## config.mk

```make
export PLATFORM = sky130hd
export DESIGN_NAME = sync_filter_bank_flat
export DESIGN_NICKNAME = d
export VERILOG_FILES = /design/src/rtl/sync_filter_bank_pkg.sv /design/src/rtl/sync_filter_bank_if.sv /design/src/rtl/sync_filter_bank_ch.sv /design/src/rtl/sync_filter_bank.sv /design/src/flat_wrapper.sv
export SDC_FILE = /design/constraint.sdc
export NUM_CORES = 1
export LEC_CHECK = 0
export BUFFER_PORTS_ARGS = -buffer_cell sky130_fd_sc_hd__buf_4
export CAP_MARGIN = 10
export CORE_MARGIN = 2
export CORE_UTILIZATION = 47
export CTS_BUF_LIST = sky130_fd_sc_hd__clkbuf_16
export DETAILED_ROUTE_END_ITERATION = 8
export HOLD_SLACK_MARGIN = 0.1
export PLACE_DENSITY_LB_ADDON = 0.1
export SLEW_MARGIN = 20
export SYNTH_ARGS = -nofsm -noshare
export SYNTH_HDL_FRONTEND = slang
export SYNTH_HIERARCHICAL = 1
export SYNTH_SLANG_ARGS = --single-unit
```

## constraint.sdc

```tcl
create_clock -name clk -period 1.15 [get_ports clk]
set_input_delay 0.23 -clock clk [delete_from_list [all_inputs] [get_ports clk]]
set_output_delay 0.23 -clock clk [all_outputs]
set_load 0.01 [all_outputs]
```

## src/rtl/sync_filter_bank_pkg.sv

```systemverilog
// sync_pkg: shared defaults, counter-width helper and edge-pulse struct for the filter bank
package sync_pkg;
  localparam int SYNC_STAGES_DEF = 2;
  localparam int SYNC_FILT_CNT_DEF = 3;
  function automatic int cnt_w(input int filt_cnt);
    return $clog2(filt_cnt) + 1;
  endfunction
  typedef struct packed {
    logic rise;
    logic fall;
  } sync_edge_t;
endpackage

```

## src/rtl/sync_filter_bank_if.sv

```systemverilog
// sync_filter_bank_if: bundles filt_en/async_in (to design) and sync_out/filt_out/rise_pulse/fall_pulse (from design)
interface sync_filter_bank_if #(parameter int NUM_CH = 4);
  logic filt_en;
  logic [NUM_CH-1:0] async_in, sync_out, filt_out, rise_pulse, fall_pulse;
  modport master(output filt_en, async_in, input sync_out, filt_out, rise_pulse, fall_pulse);
  modport slave(input filt_en, async_in, output sync_out, filt_out, rise_pulse, fall_pulse);
endinterface

```

## src/rtl/sync_filter_bank_ch.sv

```systemverilog
// sync_filter_ch: one channel (clk, n_rst, filt_en_i, async_i -> sync_o, filt_o, edge_o) of synchroniser, glitch filter and edge pulses
module sync_filter_ch
  import sync_pkg::*;
#(
  parameter int STAGES = SYNC_STAGES_DEF,
  parameter int FILT_CNT = SYNC_FILT_CNT_DEF,
  parameter logic RST_BIT = 1'b1
) (
  input  logic       clk,
  input  logic       n_rst,
  input  logic       filt_en_i,
  input  logic       async_i,
  output logic       sync_o,
  output logic       filt_o,
  output sync_edge_t edge_o
);
  localparam int CNT_W = cnt_w(FILT_CNT);
  logic [STAGES-1:0] chain_q, chain_d;
  logic [CNT_W-1:0] cnt_q, cnt_d;
  logic filt_q, filt_d, differ, done;
  sync_edge_t edge_q, edge_d;
  assign sync_o = chain_q[STAGES-1];
  assign filt_o = filt_q;
  assign edge_o = edge_q;
  always_comb begin
    chain_d = {chain_q[STAGES-2:0], async_i};
    differ = sync_o != filt_q;
    done = cnt_q == CNT_W'(FILT_CNT - 1);
    filt_d = (!filt_en_i || (differ && done)) ? sync_o : filt_q;
    cnt_d = (!filt_en_i || !differ || done) ? '0 : cnt_q + CNT_W'(1);
    edge_d.rise = filt_d & ~filt_q;
    edge_d.fall = ~filt_d & filt_q;
  end
  always_ff @(posedge clk) begin
    if (!n_rst) begin
      chain_q <= {STAGES{RST_BIT}};
      filt_q <= RST_BIT;
      cnt_q <= '0;
      edge_q <= '0;
    end else begin
      chain_q <= chain_d;
      filt_q <= filt_d;
      cnt_q <= cnt_d;
      edge_q <= edge_d;
    end
  end
endmodule

```

## src/rtl/sync_filter_bank.sv

```systemverilog
// sync_filter_bank: NUM_CH independent conditioner channels (clk, n_rst, bus.slave) with per-channel reset level
module sync_filter_bank
  import sync_pkg::*;
#(
  parameter int NUM_CH = 4,
  parameter int STAGES = SYNC_STAGES_DEF,
  parameter logic [NUM_CH-1:0] RST_VAL = {NUM_CH{1'b1}},
  parameter int FILT_CNT = SYNC_FILT_CNT_DEF
) (
  input logic clk,
  input logic n_rst,
  sync_filter_bank_if.slave bus
);
  for (genvar i = 0; i < NUM_CH; i++) begin : g_ch
    sync_edge_t e;
    sync_filter_ch #(.STAGES(STAGES), .FILT_CNT(FILT_CNT), .RST_BIT(RST_VAL[i])) u_ch (
      .clk(clk),
      .n_rst(n_rst),
      .filt_en_i(bus.filt_en),
      .async_i(bus.async_in[i]),
      .sync_o(bus.sync_out[i]),
      .filt_o(bus.filt_out[i]),
      .edge_o(e)
    );
    assign bus.rise_pulse[i] = e.rise;
    assign bus.fall_pulse[i] = e.fall;
  end
endmodule

```

## src/flat_wrapper.sv

```systemverilog
// flat-port wrapper written by rule: the top's interface ports become plain ports
module sync_filter_bank_flat import sync_pkg::*;
#(
  parameter int NUM_CH = 4,
  parameter int STAGES = SYNC_STAGES_DEF,
  parameter logic [NUM_CH-1:0] RST_VAL = {NUM_CH{1'b1}},
  parameter int FILT_CNT = SYNC_FILT_CNT_DEF
)
  (clk, n_rst, bus_filt_en, bus_async_in, bus_sync_out, bus_filt_out, bus_rise_pulse, bus_fall_pulse);
  sync_filter_bank_if #(.NUM_CH(NUM_CH)) bus_i ();
  input logic clk;
  input logic n_rst;
  input wire logic [$bits(bus_i.filt_en)-1:0] bus_filt_en;
  input wire logic [$bits(bus_i.async_in)-1:0] bus_async_in;
  output wire logic [$bits(bus_i.sync_out)-1:0] bus_sync_out;
  output wire logic [$bits(bus_i.filt_out)-1:0] bus_filt_out;
  output wire logic [$bits(bus_i.rise_pulse)-1:0] bus_rise_pulse;
  output wire logic [$bits(bus_i.fall_pulse)-1:0] bus_fall_pulse;
  assign bus_i.filt_en = bus_filt_en;
  assign bus_i.async_in = bus_async_in;
  assign bus_sync_out = bus_i.sync_out;
  assign bus_filt_out = bus_i.filt_out;
  assign bus_rise_pulse = bus_i.rise_pulse;
  assign bus_fall_pulse = bus_i.fall_pulse;
  sync_filter_bank #(.NUM_CH(NUM_CH), .STAGES(STAGES), .RST_VAL(RST_VAL), .FILT_CNT(FILT_CNT)) u_core (.clk(clk), .n_rst(n_rst), .bus(bus_i));
endmodule
```

### After elaboration in Yosys (flattened, before gate mapping)

Cells that the tools add are included.

* add/sub/neg operators: 4
* equality and inequality tests: 8
* multiplexer cells: 4
* bitwise logic cells: 17
* reduce and logical (&&, ||, !) cells: 25

Operators with widths (number)
* $add A3 B1 Y3 const B: 4
* $eq A3 B2 Y1 const B: 4
* $logic_or A1 B1 Y1: 12
* $not A1 Y1: 9
* $and A1 B1 Y1: 8
* $reduce_or A2 Y1: 4
* $logic_not A1 Y1: 5
* $logic_and A1 B1 Y1: 4
* $mux W1: 4
* $ne A1 B1 Y1: 4

* register bits: 32
* input bits: 7
* output and inout bits: 16
* word-level logic and storage cells: 78

### Logic depth before layout (Yosys ltp)

* word-level depth: 6
* gate-level depth with buffers: 5
* mapped depth without buffers: 5

### By module

The synthesis kept the hierarchy.

Modules (own cells, without submodules)
* sync_filter_ch: instances 4, cells an instance 26, area an instance 292.8 µm², sequential area each 160.2 µm²

### Worst setup path before layout

OpenSTA, ideal clock, no wires.

* kind: flip-flop to flip-flop
* start: reg u_core.g_ch[0].u_ch.cnt_q[0]
* end: reg u_core.g_ch[0].u_ch.filt_q
* setup time: 120 ps
* arrival: 996 ps
* required time: 1030 ps
* path slack: 34 ps
* stages on the path, launching flop included: 6
* path buffers: 0
* period minus slack after synthesis: 1116 ps
* cells stage by stage: dfxtp_1 inv_1 ha_1 nand2b_4 and3_1 a211o_1

* cells in the longest elaborated chain, start to end: 4

RTL lines
* start: declaration: line sync_filter_bank_ch.sv:19 `logic [CNT_W-1:0] cnt_q, cnt_d;`
* start signal: assignment: line sync_filter_bank_ch.sv:43 `cnt_q <= cnt_d;`
* $eq A3 B2 Y1: line sync_filter_bank_ch.sv:28 `done = cnt_q == CNT_W'(FILT_CNT - 1);`
* $logic_and A1 B1 Y1: line sync_filter_bank_ch.sv:29 `filt_d = (!filt_en_i || (differ && done)) ? sync_o : filt_q;`
* $logic_or A1 B1 Y1: line sync_filter_bank_ch.sv:29
* $mux W1: line sync_filter_bank_ch.sv:29
* end signal: assignment: line sync_filter_bank_ch.sv:42 `filt_q <= filt_d;`
* end: declaration: line sync_filter_bank_ch.sv:20 `logic filt_q, filt_d, differ, done;`

Every way passes these cells.
A chain may end at the register's enable or synchronous reset.

### Worst setup path in the final report

* start: reg u_core.g_ch[2].u_ch.cnt_q[0]
* end: reg u_core.g_ch[2].u_ch.filt_q

* cells in the longest elaborated chain, start to end: 4

RTL lines (line)
* start: declaration: sync_filter_bank_ch.sv:19
* start signal: assignment: sync_filter_bank_ch.sv:43
* $eq A3 B2 Y1: sync_filter_bank_ch.sv:28
* $logic_and A1 B1 Y1: sync_filter_bank_ch.sv:29
* $logic_or A1 B1 Y1: sync_filter_bank_ch.sv:29
* $mux W1: sync_filter_bank_ch.sv:29
* end signal: assignment: sync_filter_bank_ch.sv:42
* end: declaration: sync_filter_bank_ch.sv:20

Every way passes these cells.

==> results.json <==
{
  "cp_max_fo": 3,
  "detail-route-antenna-nets": 0,
  "io_buffers": 22,
  "grt_pass1_wl_mm": 3.04,
  "r2r-start": "u_core/g_ch[2].u_ch/cnt_q[0]$_SDFF_PP0_",
  "netlist_area_um2": 1170,
  "rr_endpoint": "u_core/g_ch[2].u_ch/filt_o$_SDFF_PN1_",
  "hold_ws_ns": 0.139,
  "synthMostInstantiatedCell": "dfxtp_1",
  "rrSetupSlack_ns": 0.05,
  "min_path_type": "input pin to flop",
  "drt_iter0_markers": 8,
  "gp_congestion": 0.630,
  "crit_type": "flop to flop",
  "p_leak_nw": 0.722,
  "via_per_inst": 4.88,
  "ios": 23,
  "fin_nets": 152,
  "firstDrtPassIters": 4,
  "startpoint": "u_core/g_ch[2].u_ch/cnt_q[0]$_SDFF_PP0_",
  "timing.final.crit_share_pct": 96.1,
  "area_delta_synth_final_pct": 37.1,
  "antenna_cells": 0,
  "synth_ff_type": "dfxtp_1",
  "holdPathEnd": "u_core/g_ch[2].u_ch/chain_q[0]$_SDFF_PN1_",
  "finalSetupViolCount": 0,
  "gr-usage-all-layers_pct": 15.8,
  "clk_pin_slew_ns": 0.05,
  "clk_path_buf_depth": 2,
  "drc": 0,
  "peakVddDrop_mv": 1.13,
  "cts.root.buffer_cell": "clkbuf_16",
  "insertion_delay_ns": 0.27,
  "end_kind": "flop",
  "finalClockSkew_ns": 0.00338,
  "final_util_pct": 66.6,
  "power_frac_seq_pct": 46.5,
  "grt_overflow": 0,
  "met1_length_um": 882,
  "reg2reg_depth": 5,
  "dpl.cell_count": 160,
  "synth_seq_cells": 32,
  "drv_slew": 0,
  "yosys_warnings": 6,
  "dpl-instance-area_um2": 1400,
  "core.rowCount": 18,
  "seq_area_frac_synth_pct": 54.7,
  "drt_wl_total_mm": 2.05,
  "slew_headroom_pct": 85.3,
  "fin_cells": 168,
  "wl_met3_um": 147,
  "holdPathStages": 2,
  "cts_tree": "yes",
  "crit_required_ns": 1.31,
  "synth_cells": 104,
  "die_w_um": 53.9,
  "first_global_vias": 709,
  "die_area_um2": 2910,
  "fmax_mhz": 905,
  "postCtsSetupRepairBufs": 0,
  "min_period_ns": 1.10,
  "wl_met2_um": 989,
  "ys_async_sr_fraction_pct": 0,
  "grt_max_degree": 25,
  "drive_above_1_share_pct": 37.7,
  "cap_violations": 0,
  "setup_tns_ns": 0,
  "synth-edff-count": 0,
  "wire_per_inst_um": 12.2,
  "hold_viol": 0,
  "p_int_mw": 2.00,
  "ys_top_cells_by_count": "32 x dfxtp_1, 12 x nor2_1",
  "p_switching_mw": 0.516,
  "p_comb_share_pct": 6.0,
  "worst_pin_slew_ns": 0.220,
  "die_h_um": 53.9,
  "hpwl_mm": 1.22,
  "cp.arrival_ns": 1.26,
  "antenna_found_initial": 0,
  "cts_num_sinks": 32,
  "fill_cells": 184,
  "syn_nets": 119,
  "synth_cell_types": 13,
  "p_clk_share_pct": 47.6,
  "initial_utilization_pct": 48.6,
  "outcome": "complete, no violations",
  "powerDensity_nw_per_um2": 1570,
  "p_sw_share_pct": 20.5,
  "synth_top_area_share_pct": 54.7,
  "via_count": 819,
  "final_area_um2": 1610,
  "hold_path.startpoint": "bus_async_in[2]",
  "core_um2": 2410,
  "startpoint_type": "flop",
  "dr.max_layer_used": "met4",
  "ys_top_cells_by_area": "dfxtp_1 55%, ha_1 8.5%, and4b_1 6.8%",
  "numCtsBuffers": 5,
  "avgSynthCellArea_um2": 11.3,
  "synth_area_leader_cell": "dfxtp_1",
  "h-tree-depth": 2
}
## critical path, cell delays in order (launching register included)
cell and delay, ns:
dfxtp_2 0.32, inv_2 0.06, ha_4 0.14, nand2b_4 0.05
and3_1 0.17, a211o_1 0.25
## how the worst max path moves through the flow
stage	to	slack, ns
final	u_core/g_ch[2].u_ch/filt_o$_SDFF_PN1_	0.05
after global routing	u_core/g_ch[0].u_ch/filt_o$_SDFF_PN1_	-0.007
after CTS	u_core/g_ch[0].u_ch/filt_o$_SDFF_PN1_	-0.005
after detailed placement	u_core/g_ch[0].u_ch/filt_o$_SDFF_PN1_	0.0005
after global placement	u_core/g_ch[3].u_ch/filt_o$_SDFF_PN1_	0.01
after floorplan	u_core/g_ch[0].u_ch/filt_o$_SDFF_PN1_	0.03
## power groups by stage
stage                     clock, mW  sequential, mW  combinational [mW]
after CTS                      1.24            1.17               0.142
after detailed placement          0            1.19               0.141
after global placement            0            1.19               0.138
after global routing           1.28            1.17               0.167
final                          1.20            1.17               0.151
after floorplan                   0            1.20              0.0561
## timing repair
action / in CTS / in global routing
pin swaps: 0 / 4
cloned: 0 / 0
setup endpoints to repair: 3 / 4
hold buffers: 0 / 0
gates resized for setup: 5 / 16
## placed cells by master (no fill, tap or decap)
| cell | Yosys | layout |
|---|---|---|
| and3_4 | 0 | 1 |
| clkinv_1 | 0 | 1 |
| clkbuf_16 | 0 | 5 |
| dfxtp_2 | 0 | 8 |
| inv_2 | 0 | 4 |
| buf_4 | 0 | 26 |
| nor2_1 | 12 | 12 |
| and3_1 | 4 | 3 |
| xnor2_1 | 4 | 4 |
| nand2b_1 | 8 | 8 |
| ha_4 | 0 | 4 |
| xor2_1 | 4 | 4 |
| nand4_1 | 4 | 4 |
| nand2b_4 | 4 | 4 |
| nand2_1 | 4 | 4 |
| ha_1 | 8 | 4 |
| inv_1 | 8 | 6 |
| a211o_1 | 4 | 4 |
| dfxtp_1 | 32 | 24 |
| and4b_1 | 8 | 8 |
## cell type report
class | count | area, um2 | share of cell area (%)
Clock buffer | 5 | 125 | 7.79
Timing Repair Buffer | 26 | 195 | 12.2
Clock inverter | 3 | 11.3 | 0.701
Tap cell | 30 | 37.5 | 2.34
Inverter | 8 | 30.0 | 1.87
Sequential cell | 32 | 651 | 40.5
Multi-Input combinational cell | 64 | 556 | 34.6
## kinds of logic after synthesis
kind of cell,share of synthesized area (%)
adder cells (fa/ha/maj),8.55
flip-flops,54.7
XOR/XNOR,5.98
AND/OR/NAND/NOR,25.2
AO/OA/AOI/OAI,2.99
buffers and inverters,2.56
## flip-flops by register name, indices dropped and copies added, names as in the netlist
signal / cells
u_core/g_ch.u_ch/filt_o: 4
u_core/g_ch.u_ch/cnt_q: 12
u_core/g_ch.u_ch/edge_o: 8
u_core/g_ch.u_ch/chain_q: 8
## stage by stage
step	setup WS, ns	power (mW)
detailed placement	0.000527	1.33
global route	-0.00725	2.63
floorplan	0.0341	1.25
global placement	0.0140	1.33
CTS	-0.00455	2.55
finish	0.0454	2.52
## routing by layer
| metal | track usage [%] | vias up |
|---|---|---|
| li1 | - | 419 |
| met1 | 17.1 | 374 |
| met2 | 23.4 | 24 |
| met3 | 8.06 | 2 |
| met4 | 11.5 | 0 |
| met5 | 0 | - |
No activity file was read; power rests on OpenSTA's default activity.
